$ cat config.mk
export PLATFORM = sky130hd
export DESIGN_NAME = aixh_mxc_left_qtile_ctrl
export DESIGN_NICKNAME = d
export VERILOG_FILES = /design/src/rtl/aixh_mxc_left_qtile_ctrl.sv
export SDC_FILE = /design/constraint.sdc
export NUM_CORES = 1
export LEC_CHECK = 0
export CAP_MARGIN = 0
export CORE_AREA = 2 2 68 51
export DETAILED_ROUTE_END_ITERATION = 10
export DIE_AREA = 0 0 70 53
export PLACE_DENSITY = 0.86
export SLEW_MARGIN = 20
export SYNTH_ARGS = -nofsm -noshare
export SYNTH_HDL_FRONTEND = slang
export SYNTH_SLANG_ARGS = --single-unit
$ cat constraint.sdc
create_clock -name aixh_core_clk -period 3.6 [get_ports aixh_core_clk]
set_input_delay 0.72 -clock aixh_core_clk [delete_from_list [all_inputs] [get_ports aixh_core_clk]]
set_output_delay 0.72 -clock aixh_core_clk [all_outputs]
set_load 0.05 [all_outputs]
$ cat src/rtl/aixh_mxc_left_qtile_ctrl.sv
// aixh_mxc_left_qtile_ctrl
// Control sequencer feeding the MxConv left queue-tile input-side cell column.
// It accepts forward-data beats and issues the skew enable, the delayed FIFO
// write enable, and FIFO read enables with a lagged per-beat route mode. Two
// occupancy counters keep the tile FIFO from overflowing or underflowing:
//   resv - slots claimed by accepted beats, including writes still in the skew delay
//   lvl  - entries actually written and not yet read
// Ports:
//   aixh_core_clk / aixh_core_rst : clock, synchronous active-high reset
//   s_valid / s_ready              : forward-data beat handshake
//   cmd_valid / cmd_ready          : read command handshake
//   cmd_rmode, cmd_len             : route mode and beat count (0 means 1)
//   o_senable, o_wenable           : skew-slice enable, FIFO write enable
//   o_renable, o_rmode             : FIFO read enable, lagged route mode
//   o_cmd_done                     : pulse the cycle after a command's last read
//   o_level                        : committed FIFO entries
module aixh_mxc_left_qtile_ctrl #(
    parameter int FIFO_DEPTH  = 8,
    parameter int WEN_LATENCY = 2,
    parameter int RMODE_LAG   = 2,
    parameter int LEN_W       = 8,
    localparam int LVL_W      = $clog2(FIFO_DEPTH + 1)
) (
    input  logic             aixh_core_clk,
    input  logic             aixh_core_rst,
    input  logic             s_valid,
    output logic             s_ready,
    input  logic             cmd_valid,
    output logic             cmd_ready,
    input  logic [1:0]       cmd_rmode,
    input  logic [LEN_W-1:0] cmd_len,
    output logic             o_senable,
    output logic             o_wenable,
    output logic             o_renable,
    output logic [1:0]       o_rmode,
    output logic             o_cmd_done,
    output logic [LVL_W-1:0] o_level
);

    localparam logic [1:0] ST_IDLE = 2'd0;
    localparam logic [1:0] ST_READ = 2'd1;
    localparam logic [1:0] ST_DONE = 2'd2;

    logic [1:0]                 state_q, state_d;
    logic [LEN_W-1:0]           rem_q, rem_d;
    logic [1:0]                 rmode_q, rmode_d;
    logic [LVL_W-1:0]           resv_q, resv_d;
    logic [LVL_W-1:0]           lvl_q, lvl_d;
    logic [WEN_LATENCY-1:0]     wen_sr_q, wen_sr_d;
    logic [RMODE_LAG-1:0]       vld_pipe_q, vld_pipe_d;
    logic [RMODE_LAG-1:0][1:0]  rm_pipe_q, rm_pipe_d;
    logic                       sen, wen, ren, has_room;

    always_comb begin
        // Every output is forced low while reset is held, even before the
        // registered state has been cleared by the reset edge.
        has_room = (resv_q < LVL_W'(FIFO_DEPTH));
        sen      = !aixh_core_rst && s_valid && has_room;
        wen      = !aixh_core_rst && wen_sr_q[WEN_LATENCY-1];
        // Reads look only at committed entries, so a write landing this cycle
        // becomes readable on the next one.
        ren      = !aixh_core_rst && (state_q == ST_READ) && (lvl_q != '0);

        s_ready    = !aixh_core_rst && has_room;
        cmd_ready  = !aixh_core_rst && (state_q == ST_IDLE);
        o_cmd_done = !aixh_core_rst && (state_q == ST_DONE);
        o_senable  = sen;
        o_wenable  = wen;
        o_renable  = ren;
        o_rmode    = (!aixh_core_rst && vld_pipe_q[RMODE_LAG-1]) ? rm_pipe_q[RMODE_LAG-1] : 2'd0;
        o_level    = aixh_core_rst ? '0 : lvl_q;
    end

    // Delay lines: write enable mirrors the skew buffer, rmode pipe lines up
    // each read beat's route mode with the cell's read data.
    always_comb begin
        wen_sr_d    = '0;
        wen_sr_d[0] = sen;
        for (int i = 1; i < WEN_LATENCY; i++) wen_sr_d[i] = wen_sr_q[i-1];

        vld_pipe_d    = '0;
        rm_pipe_d     = '0;
        vld_pipe_d[0] = ren;
        rm_pipe_d[0]  = rmode_q;
        for (int i = 1; i < RMODE_LAG; i++) begin
            vld_pipe_d[i] = vld_pipe_q[i-1];
            rm_pipe_d[i]  = rm_pipe_q[i-1];
        end
    end

    always_comb begin
        resv_d = resv_q;
        if (sen && !ren)      resv_d = resv_q + 1'b1;
        else if (!sen && ren) resv_d = resv_q - 1'b1;

        lvl_d = lvl_q;
        if (wen && !ren)      lvl_d = lvl_q + 1'b1;
        else if (!wen && ren) lvl_d = lvl_q - 1'b1;
    end

    always_comb begin
        state_d = state_q;
        rem_d   = rem_q;
        rmode_d = rmode_q;
        case (state_q)
            ST_IDLE: begin
                if (cmd_valid && cmd_ready) begin
                    rmode_d = cmd_rmode;
                    rem_d   = (cmd_len == '0) ? LEN_W'(1) : cmd_len;
                    state_d = ST_READ;
                end
            end
            ST_READ: begin
                // Stalls here with no timeout while the FIFO is empty.
                if (ren) begin
                    rem_d = rem_q - 1'b1;
                    if (rem_q == LEN_W'(1)) state_d = ST_DONE;
                end
            end
            ST_DONE: state_d = ST_IDLE;
            default: state_d = ST_IDLE;
        endcase
    end

    always_ff @(posedge aixh_core_clk) begin
        if (aixh_core_rst) begin
            state_q    <= ST_IDLE;
            rem_q      <= '0;
            rmode_q    <= '0;
            resv_q     <= '0;
            lvl_q      <= '0;
            wen_sr_q   <= '0;
            vld_pipe_q <= '0;
            rm_pipe_q  <= '0;
        end else begin
            state_q    <= state_d;
            rem_q      <= rem_d;
            rmode_q    <= rmode_d;
            resv_q     <= resv_d;
            lvl_q      <= lvl_d;
            wen_sr_q   <= wen_sr_d;
            vld_pipe_q <= vld_pipe_d;
            rm_pipe_q  <= rm_pipe_d;
        end
    end

endmodule

## Word level (Yosys, flattened, before mapping)

Index checks and enable logic that the tools add are counted.

| storage, ports and cells | value |
|---|---|
| register bits after elaboration | 28 |
| input port bits | 14 |

| operators by class | value |
|---|---|
| $add $sub $neg | 5 |
| order comparisons | 1 |
| equality and inequality tests | 6 |
| mux-type cells | 14 |
| reduce and logical (&&, ||, !) cells | 27 |

Operator list:

| operator | count |
|---|---|
| $mux 8 | 3 |
| $mux 4 | 5 |
| $pmux 8 s2 | 1 |
| $logic_and 1x1->1 | 14 |
| $add 4x1->4 const B | 2 |
| $eq 8x1->1 const B | 1 |
| $logic_not 8->1 | 1 |
| $mux 2 | 4 |
| $sub 4x1->4 const B | 2 |
| $sub 8x1->8 const B | 1 |
| $reduce_and 3->1 | 2 |
| $reduce_bool 2->1 | 3 |
| $logic_not 1->1 | 4 |
| $lt 4x4->1 const B | 1 |
| $ne 2x1->1 const B | 2 |
| $pmux 2 s2 | 1 |
| $reduce_bool 4->1 | 1 |
| $eq 2x1->1 const B | 1 |
| $eq 2x2->1 const B | 1 |
| $logic_not 2->1 | 1 |
| $ne 2x2->1 const B | 1 |
| $reduce_and 2->1 | 1 |

## Depth between registers and ports, before layout

Gate-level depths: netlist of the first run.

| depth | value |
|---|---|
| depth after elaboration | 7 |
| depth in mapped cells | 12 |
| gate-level depth less buffers | 10 |

## Worst setup path before layout of the first run

No wires, ideal clock.

| timing | value |
|---|---|
| path type | input -> register |
| from | input port aixh_core_rst |
| to | register lvl_q[3] |
| library setup time | 0.121 ns |
| arrival | 3.652 ns |
| required time | 3.479 ns |
| slack | -0.173 ns |
| stages on the path | 10 |
| path buffers | 1 |
| cells stage by stage | clkbuf_1 -> nor3_1 -> inv_1 -> ha_1 -> inv_1 -> ha_1 -> a21oi_1 -> a211oi_1 -> a31oi_1 -> mux2_2 |

| between the ends | value |
|---|---|
| word-level cells in the longest chain between the ends | 6 |

RTL lines:

| what | line | source |
|---|---|---|
| start, declared | 25 | `input logic aixh_core_rst,` |
| $logic_not 1->1 * | 62 | `ren = !aixh_core_rst && (state_q == ST_READ) && (lvl_q != '0);` |
| $logic_and 1x1->1 * (2 in series) | 62 |  |
| via o_renable | 34 | `output logic o_renable,` |
| $logic_not 1->1 | 97 | `if (wen && !ren) lvl_d = lvl_q + 1'b1;` |
| $logic_and 1x1->1 | 97 |  |
| $mux 4 / $reduce_bool 2->1 (equally long branches) | - |  |
| end signal, assigned | 140 | `lvl_q <= lvl_d;` |
| end, declared | 48 | `logic [LVL_W-1:0] lvl_q, lvl_d;` |

The timed path passes the listed nets; every way through them passes the cells marked *.
A chain may end at the register's enable or synchronous reset.

## Worst setup path after layout of the first run

| timing | value |
|---|---|
| from | input port aixh_core_rst |
| to | register resv_q[3] |

| between the ends | value |
|---|---|
| word-level cells in the longest chain between the ends | 6 |

RTL lines:

| what | line | source |
|---|---|---|
| $logic_not 1->1 | 58, 62 |  |
| $logic_and 1x1->1 (on tied branches) (2 in series) | 62, 58 |  |
| $logic_not 1->1 (on tied branches) | 93, 94 |  |
| $logic_and 1x1->1 (on tied branches) | 93, 94 |  |
| $mux 4 / $reduce_bool 2->1 (equally long branches) | - |  |
| end signal, assigned | 139 | `resv_q <= resv_d;` |
| end, declared | 47 | `logic [LVL_W-1:0] resv_q, resv_d;` |

Parallel ways exist; a longest one is shown, timed or not.

==> results of run 1 <==
==> cells by family after synthesis <==
family	after synthesis	share of synthesized area [%]
muxes	6	4.15
xor gates and xnor gates	4	2.33
and+or+nand+nor	72	25.6
AOI/OAI and AO/OA	34	15.6
buffers and inverters	20	5.81
adders and majority gates	10	9.30
DFF	28	37.2
==> stage by stage <==
stage / setup slack (ns) / area (µm²) / hold slack (ns) / util (%) / total power, µW
finish: 0.575 / 1950 / 0.445 / 64.7 / 917
global route: 0.398 / 1950 / 0.464 / 64.7 / 974
CTS: 0.610 / 1950 / 0.450 / 64.7 / 922
detailed placement: 0.304 / 1880 / 0.426 / 62.3 / 672
global placement: 0.447 / 1880 / 0.420 / 62.3 / 667
floorplan: 0.130 / 1510 / 0.414 / - / 579
==> Yosys cell counts (all sizes together) <==
master	count	area, µm²
dfxtp	28	561
nor2	25	93.8
nor2b	14	87.6
a21oi	10	50.1
inv	9	33.8
clkbuf	8	30.0
ha	8	100
nor3	6	30.0
nand3	5	25.0
o21ai	5	25.0
a211oi	4	30.0
a31oi	4	25.0
mux2i	4	40.0
nand2	4	15.0
and2	3	18.8
and4	3	26.3
buf	3	23.8
nor4	3	25.0
a21o	2	15.0
and3	2	12.5
fa	2	40.0
mux2	2	22.5
nand3b	2	15.0
nor3b	2	15.0
or4	2	15.0
xnor2	2	17.5
xor2	2	17.5
a2111o	1	11.3
a2111oi	1	15.0
a221oi	1	15.0
nand2b	1	6.26
o211ai	1	7.51
o221ai	1	8.76
o22ai	1	6.26
o311a	1	10.0
o31ai	1	7.51
o32ai	1	8.76
==> metal layers <==
| metal | part of all wire (%) | vias to the layer above | wire [µm] |
|---|---|---|---|
| li1 | - | 656 | - |
| met1 | 46 | 590 | 1440 |
| met2 | 46 | 41 | 1430 |
| met3 | 6.9 | 5 | 213 |
| met4 | 0.87 | 0 | 27 |
| met5 | 0 | - | 0 |
==> power by group through the flow <==
stage | clock, µW | sequential [µW] | combinational (µW)
after floorplan | 0 | 372 | 206
after global placement | 0 | 378 | 289
after detailed placement | 0 | 380 | 292
after CTS | 255 | 373 | 295
after global routing | 269 | 379 | 326
final | 249 | 373 | 295
==> registers in the layout (all words and copies together) (netlist names) <==
signal,flops
rem_q,8
lvl_q,4
resv_q,4
rm_pipe_d,2
rm_pipe_q,2
rmode_q,2
state_q,2
vld_pipe_q,2
wen_sr_q,2
==> layout make-up <==
type,instances,area (µm²)
Timing Repair Buffer,29,375
Clock inverter,1,30.0
Multi-Input combinational cell,126,866
Tap cell,38,47.5
Clock buffer,3,41.3
Inverter,9,33.8
Fill cell,241,1070
Sequential cell,28,561
==> final timing paths <==
check	cells past startpoint	slack [ns]	to
worst min-delay path	1	0.44	rm_pipe_q[2]
worst max register to register	10	0.82	resv_q[3]
worst min register to register	1	0.44	rm_pipe_q[2]
worst max-delay path	10	0.58	resv_q[3]
==> critical path: cells and delay by family <==
kind	cells	cell delay, ns
simple gates	1	0.37
buf+inv	3	0.77
compound gates	3	0.48
fa+ha+maj	2	0.51
mux	1	0.34
==> metrics.txt, run 1 <==
die span in y 53 µm; Routed Antenna Nets 0; Final Hold Fails 0; largest net degree at the start of global routing 28; global-route wire length before repair 5400 µm; Min-Delay Startpoint rm_pipe_d[2]; slowest library cell on the worst path clkdlybuf4s50_1; first-pass detailed-route iteration total 4; Worst-Margin Slew 0.638 ns; MaxCap Viol Count 0; Slew headroom 57.4%; commonest non-fill, non-tap cell in the layout dfxtp_1; Reg power frac 40.7%; Power Density 469 mW/mm²; Root Driver clkbuf_8; Die X 70 µm; setup repair bufs after CTS 0; Gates resized, CTS repair 0; crit-path max FO 5; min cycle time layout 3.02 ns; DPL Wire Length 2320 µm; row cnt 17; Leakage 0.000780 µW; Worst setup EP type register; Finished Layout Cells 234; CTS tree yes; routed length per instance 13.3 µm; Fin Setup TNS 0 ns; switching pwr 287 µW; commonest cells after routing, fill and taps aside dfxtp_1 (28), nor2_1 (24), nor2b_1 (14), clkdlybuf4s50_1 (13); Yosys cell types 40; ant diodes 0; crit-path cells clkdlybuf4s50_1 -> nor3_2 -> inv_1 -> ha_1 -> inv_1 -> ha_1 -> a21oi_1 -> a211oi_1 -> a31oi_1 -> mux2_2; mapped cell area 0.00151 mm²; CP Data Arrival Time 3.20 ns; synth warn 0; Final Cycle Share 84.0%; clk sinks 28; RD Place Congestion 0.856; Worst VDD drop 0.000270 V; Die Area 0.00371 mm²; worst min-delay path class register to register; via/cell ratio 5.52; syn nets 198; worst skew pair latency 0.28 ns; Int Power 630 µW; Total Routing Usage GR 18.5%; GR Layer Usage met3 4.57%; count of input and output buffers 25; CTS H-Tree Depth 1; grt met1 use 24.5%; sw frac 31.3%; Starting Density 49.9%; residual DRC count 0; RSZ-0062 raised after global routing no; syn avg cell area 8.66 µm²; placeable core area 0.00302 mm²; Clock Path Buffers 2; logic gate share of total power 32.2%; sequential-to-total area share from yosys stat 37.2%; Clk pwr share 27.1%; critical path type input pin to register; crit path from aixh_core_rst; number of DRC markers in iteration 0 186; cell count after synthesis 174; met2 Use GR 30.5%; Slew Limit Fails 0; Yosys reg bits 28; Fmax 331 MHz; hold buffer count at CTS 0; routed via count 1292; reg-to-reg startpoint state_q[1]; # IOs 26; final WL 3100 µm; vias in the first global route 1183; Layout area overhead 29.7%; Setup crit start kind input pin; fraction of layout cells with a size suffix above 1 13.8%; busiest grt layer met2; clock-pin slew on the worst setup and hold paths 0.10 ns; GR Overflow Total 0; antenna violations before repair 0; Largest stage delay, worst path 0.50 ns; status finished clean; TritonCTS Buffers 3; nets 221; final setup fails 0; Crit path required time 3.77 ns; Clock Skew 0.00671 ns; dpl cells 230
Power figures use the tool's default switching activity.
==> run 2, diff against run 1 <==
--- a/config.mk
+++ b/config.mk
@@ -6,10 +6,10 @@
 export NUM_CORES = 1
 export LEC_CHECK = 0
 export CAP_MARGIN = 0
-export CORE_AREA = 2 2 68 51
+export CORE_AREA = 2 2 71 53
 export DETAILED_ROUTE_END_ITERATION = 10
-export DIE_AREA = 0 0 70 53
-export PLACE_DENSITY = 0.86
+export DIE_AREA = 0 0 73 55
+export PLACE_DENSITY = 0.83
 export SLEW_MARGIN = 20
 export SYNTH_ARGS = -nofsm -noshare
 export SYNTH_HDL_FRONTEND = slang
==> constraint.sdc (replaced) <==
create_clock -name aixh_core_clk -period 2.7 [get_ports aixh_core_clk]
set_input_delay 0.54 -clock aixh_core_clk [delete_from_list [all_inputs] [get_ports aixh_core_clk]]
set_output_delay 0.54 -clock aixh_core_clk [all_outputs]
set_load 0.05 [all_outputs]
==> metrics.txt, run 2 (synthesized netlist as in run 1, its figures left out) <==
status finished clean; worst setup margin 0.172 ns (-0.403 ns); Setup crit start kind input pin; hold path depth 1 (unchanged); largest net degree at the start of global routing 22 (-21%); RD Place Congestion 0.840 (-1.8%); global-route wire length before repair 5430 µm (+0.65%); ant diodes 0 (unchanged); Fmax 396 MHz; GR Overflow Total 0 (unchanged); worst reg2reg setup slack 0.33 ns (-0.49 ns); Largest stage delay, worst path 0.64 ns (+0.14 ns); fill count 284 (+18%); Final Cycle Share 93.6%; routed via count 1306 (+1.1%); dpl cells 244 (+6.1%); Biggest register rem_q; Die Area 0.00402 mm² (+8.2%); Total Routing Usage GR 17.5% (-1.0 points); MaxCap Viol Count 0 (unchanged); slowest library cell on the worst path clkdlybuf4s50_1; Starting Density 44.9% (-5.0 points); Finished Layout Cells 248 (+6.0%); reg2reg path depth 11 (+1); residual DRC count 0 (unchanged); # IOs 26 (unchanged); Hold Path End rm_pipe_q[2]; hold buffer count at CTS 0 (unchanged); worst skew pair latency 0.28 ns (about the same); via/cell ratio 5.27 (-4.6%); worst min-delay path class register to register; reg-to-reg startpoint lvl_q[2]; RSZ-0062 raised after global routing no; row cnt 18 (+1); crit-path max FO 4 (-1); crit-path cells clkdlybuf4s50_1 -> buf_4 -> nor2b_4 -> ha_1 -> inv_2 -> ha_4 -> a21oi_2 -> a211oi_1 -> a31oi_1 -> mux2_2; CTS H-Tree Depth 1 (unchanged); number of DRC markers in iteration 0 97 (-48%); routed length per instance 13.4 µm (+1.4%); CTS tree yes; Worst setup EP type register; Layout area overhead 39.5%; Clock Skew 0.00665 ns (-0.0000537 ns); Place WS -0.132 ns (-0.435 ns); Clock Path Buffers 2 (unchanged); Worst-Margin Slew 0.637 ns (-0.00108 ns); fin area 0.00210 mm² (+7.5%); max reg flops 8 (unchanged); Placed Area 0.00203 mm² (+7.8%); antenna violations before repair 0 (unchanged); vias in the first global route 1243 (+5.1%); final setup fails 0 (unchanged); commonest cells after routing, fill and taps aside dfxtp_1 (28), nor2_1 (24), buf_4 (18), nor2b_1 (13), clkdlybuf4s50_1 (13); clock-pin slew on the worst setup and hold paths 0.10 ns (about the same); Gates resized, CTS repair 0 (unchanged); first-pass detailed-route iteration total 4 (unchanged); fraction of layout cells with a size suffix above 1 22.6% (+8.8 points); Leakage 0.000847 µW (+8.6%); Worst VDD drop 0.000377 V (+40%); DPL Wire Length 2540 µm (+9.4%); clk sinks 28 (unchanged); Slew Limit Fails 0 (unchanged); Die X 73 µm (+4.3%); Slew headroom 57.4% (+0.072 points); setup repair bufs after CTS 0 (unchanged); Min-Delay Startpoint rm_pipe_d[2]; die span in y 55 µm (+3.8%); biggest regs rem_q: 8 flops, lvl_q: 4 flops, resv_q: 4 flops; critical path type input pin to register; TritonCTS Buffers 3 (unchanged); Final Hold Fails 0 (unchanged); final WL 3330 µm (+7.4%); min cycle time layout 2.53 ns; placeable core area 0.00336 mm² (+11%); Root Driver clkbuf_8; CP Data Arrival Time 2.70 ns (-0.50 ns); commonest non-fill, non-tap cell in the layout dfxtp_1; Worst R2R End lvl_q[3]; Routed Antenna Nets 0 (unchanged); count of input and output buffers 25 (unchanged); Power Density 614 mW/mm² (+31%); Crit path required time 2.87 ns (-0.90 ns); nets 233 (+5.4%)
run 2: layout make-up:
cell class                 count  area (µm²)  share of cell area, %
timing repair buffer          41         465                   22.2
sequential                    28         561                   26.7
multi-input combinational    126         920                   43.8
tap                           40        50.0                   2.38
clock inverter                 1        30.0                   1.43
inverter                       9        33.8                   1.61
clock buffer                   3        41.3                   1.97
run 2: worst max-delay path, delay by kind of cell:
family,cells,cell delay (ns)
compound gates,3,0.43
fa+ha+maj,2,0.42
buf+inv,3,0.92
mux,1,0.35
simple gates,1,0.04
run 2: metrics by stage:
step | hold slack (ns) | util (%) | TNS [ns] | total power [µW]
2_1_floorplan | 0.414 | - | -0.0214 | 799
3_3_place_gp | 0.421 | 60.5 | -0.0391 | 948
3_5_place_dp | 0.425 | 60.5 | -0.220 | 963
4_1_cts | 0.449 | 62.6 | 0 | 1300
5_1_grt | 0.470 | 62.6 | 0 | 1350
6_report | 0.448 | 62.6 | 0 | 1290
run 2: where the power goes:
group / total, µW / internal, µW / switching, µW / leakage (µW)
Combinational: 452 / 228 / 224 / 0.000582
Clock: 335 / 199 / 137 / 0.0000357
Sequential: 501 / 458 / 43.5 / 0.000229
Total: 1290 / 885 / 404 / 0.000847
run 2: how the worst max path moves through the flow:
stage,from,end,slack [ns],depth (start not counted)
after floorplan,state_q[1],lvl_q[3],-0.01,12
after global placement,aixh_core_rst,resv_q[3],-0.02,10
after detailed placement,aixh_core_rst,lvl_q[3],-0.13,10
after CTS,aixh_core_rst,lvl_q[3],0.16,10
after global routing,aixh_core_rst,lvl_q[3],0.07,10
final,aixh_core_rst,lvl_q[3],0.17,10
run 2: routing by layer:
layer / vias to the layer above / wire, µm / track usage (%)
met5: - / 0 / 0
met4: 0 / 19 / 3.70
met3: 5 / 132 / 3.99
met2: 28 / 1620 / 31.5
met1: 595 / 1560 / 21.7
li1: 678 / - / -
==> run 3, diff against run 2 <==
--- a/config.mk
+++ b/config.mk
@@ -6,9 +6,12 @@
 export NUM_CORES = 1
 export LEC_CHECK = 0
 export CAP_MARGIN = 0
-export CORE_AREA = 2 2 71 53
+export CELL_PAD_IN_SITES_DETAIL_PLACEMENT = 1
+export CELL_PAD_IN_SITES_GLOBAL_PLACEMENT = 2
+export CORE_AREA = 2 2 91 67
 export DETAILED_ROUTE_END_ITERATION = 10
-export DIE_AREA = 0 0 73 55
+export DIE_AREA = 0 0 93 69
+export GPL_TIMING_DRIVEN = 0
 export PLACE_DENSITY = 0.83
 export SLEW_MARGIN = 20
 export SYNTH_ARGS = -nofsm -noshare
==> metrics.txt, run 3 (synthesized netlist as in run 1, its figures left out) <==
Worst VDD drop 0.000231 V (-39%); largest net degree at the start of global routing 16 (-27%); critical path type input pin to primary output; Worst-Margin Slew 0.596 ns (-0.0417 ns); Clk pwr share 22.8% (-3.2 points); Power Density 594 mW/mm² (-3.2%); Routed Antenna Nets 0 (unchanged); Slew headroom 60.2% (+2.8 points); Die Area 0.00642 mm² (+60%); global-route wire length before repair 6930 µm (+28%); RD Place Congestion 0.753 (-10%); Crit path required time 2.16 ns (-0.71 ns); Leakage 0.000786 µW (-7.3%); fin area 0.00198 mm² (-5.7%); die span in y 69 µm (+25%); worst setup margin 0.100 ns (-0.0719 ns); final WL 3970 µm (+19%); row cnt 23 (+5); antenna violations before repair 0 (unchanged); clk sinks 28 (unchanged); CTS tree yes; number of DRC markers in iteration 0 39 (-60%); hold buffer count at CTS 0 (unchanged); TritonCTS Buffers 3 (unchanged); count of input and output buffers 24 (-4.0%); max reg flops 8 (unchanged); GR Overflow Total 0 (unchanged); commonest non-fill, non-tap cell in the layout dfxtp_1; clock-pin slew on the worst setup and hold paths 0.10 ns (about the same); Reg power frac 42.9% (+4.0 points); routed length per instance 14.3 µm (+6.6%); total power draw 1180 µW (-8.7%); RSZ-0062 raised after global routing no; Clock Skew 0.00385 ns (-0.00280 ns); Fmax 385 MHz (-2.8%); # IOs 26 (unchanged); Total Routing Usage GR 13.5% (-4.0 points); vias in the first global route 1401 (+13%); Die X 93 µm (+27%); routed via count 1327 (+1.6%); MaxCap Viol Count 0 (unchanged); CP Data Arrival Time 2.06 ns (-0.64 ns); biggest regs rem_q: 8 flops, lvl_q: 4 flops, resv_q: 4 flops; ant diodes 0 (unchanged); Final Hold Fails 0 (unchanged); worst min-delay path class register to register; DPL Wire Length 3050 µm (+20%); commonest cells after routing, fill and taps aside dfxtp_1 (28), nor2_1 (24), clkdlybuf4s50_1 (21), nor2b_1 (13), a21oi_1 (8); via/cell ratio 4.79 (-9.0%); Biggest register rem_q; sw frac 34.6% (+3.2 points); nets 227 (-2.6%); first-pass detailed-route iteration total 4 (unchanged); Final Cycle Share 96.3% (+2.7 points); Clock Path Buffers 2 (unchanged); crit-path max FO 10 (+6); Setup crit start kind input pin; Int Power 770 µW (-13%); placeable core area 0.00553 mm² (+65%); worst skew pair latency 0.28 ns (about the same); CTS H-Tree Depth 1 (unchanged); Starting Density 27.3% (-18 points); Slew Limit Fails 0 (unchanged); Layout area overhead 31.6%; fraction of layout cells with a size suffix above 1 12.9% (-9.7 points); logic gate share of total power 34.3% (-0.8 points); min cycle time layout 2.60 ns (+0.0719 ns); Place WS -0.0498 ns (+0.0820 ns); Placed Area 0.00191 mm² (-6.0%); Root Driver clkbuf_8; Finished Layout Cells 277 (+12%); dpl cells 273 (+12%); Worst setup EP type primary output; final setup fails 0 (unchanged); switching pwr 407 µW (+0.60%); residual DRC count 0 (unchanged); status finished clean
==> run 3: layout make-up <==
type	count	area, µm²
clock buffer	4	55.1
buffer	10	58.8
tap	75	93.8
sequential	28	561
timing repair buffer	25	251
fill	659	3540
multi-input combinational	126	928
inverter	9	33.8
==> run 3: power by group through the flow <==
stage | registers (µW) | logic, µW | clock network, µW
2_1_floorplan | 500 | 299 | 0
3_3_place_gp | 510 | 392 | 0
3_5_place_dp | 512 | 403 | 0
4_1_cts | 502 | 404 | 280
5_1_grt | 513 | 458 | 293
6_report | 505 | 404 | 268
==> run 3: layer usage <==
metal  vias to the layer above  GRT usage [%]  share of wire [%]
met5                         -              0                  0
met4                         0           1.63               0.86
met3                         5           4.15                4.9
met2                        23           19.8                 42
met1                       628           20.0                 53
li1                        671              -                  -
==> run 3: worst paths after layout <==
kind / start / endpoint / slack [ns] / cells past startpoint
max reg2reg: state_q[1] / resv_q[3] / 0.19 / 11
min reg2reg: rm_pipe_d[3] / rm_pipe_q[3] / 0.45 / 1
max: aixh_core_rst / o_rmode[1] / 0.10 / 5
min: rm_pipe_d[3] / rm_pipe_q[3] / 0.45 / 1
==> run 3: what timing repair did <==
action	CTS	global route
setup endpoints to repair	3	4
buffers inserted	0	1
pin swaps	0	1
resized for setup	2	4
==> run 3: stage by stage <==
step / hold slack [ns] / TNS, ns / utilization (%)
3_5_place_dp: 0.431 / -0.0871 / 34.5
2_1_floorplan: 0.414 / -0.0214 / -
6_report: 0.449 / 0 / 35.9
3_3_place_gp: 0.422 / -0.0974 / 34.5
4_1_cts: 0.456 / 0 / 35.5
5_1_grt: 0.471 / 0 / 35.9
==> run 3: critical path: stages <==
cell and delay [ns]:
clkbuf_4 0.19, clkbuf_2 0.22, inv_1 0.13, and3_1 0.17, clkdlybuf4s50_1 0.81
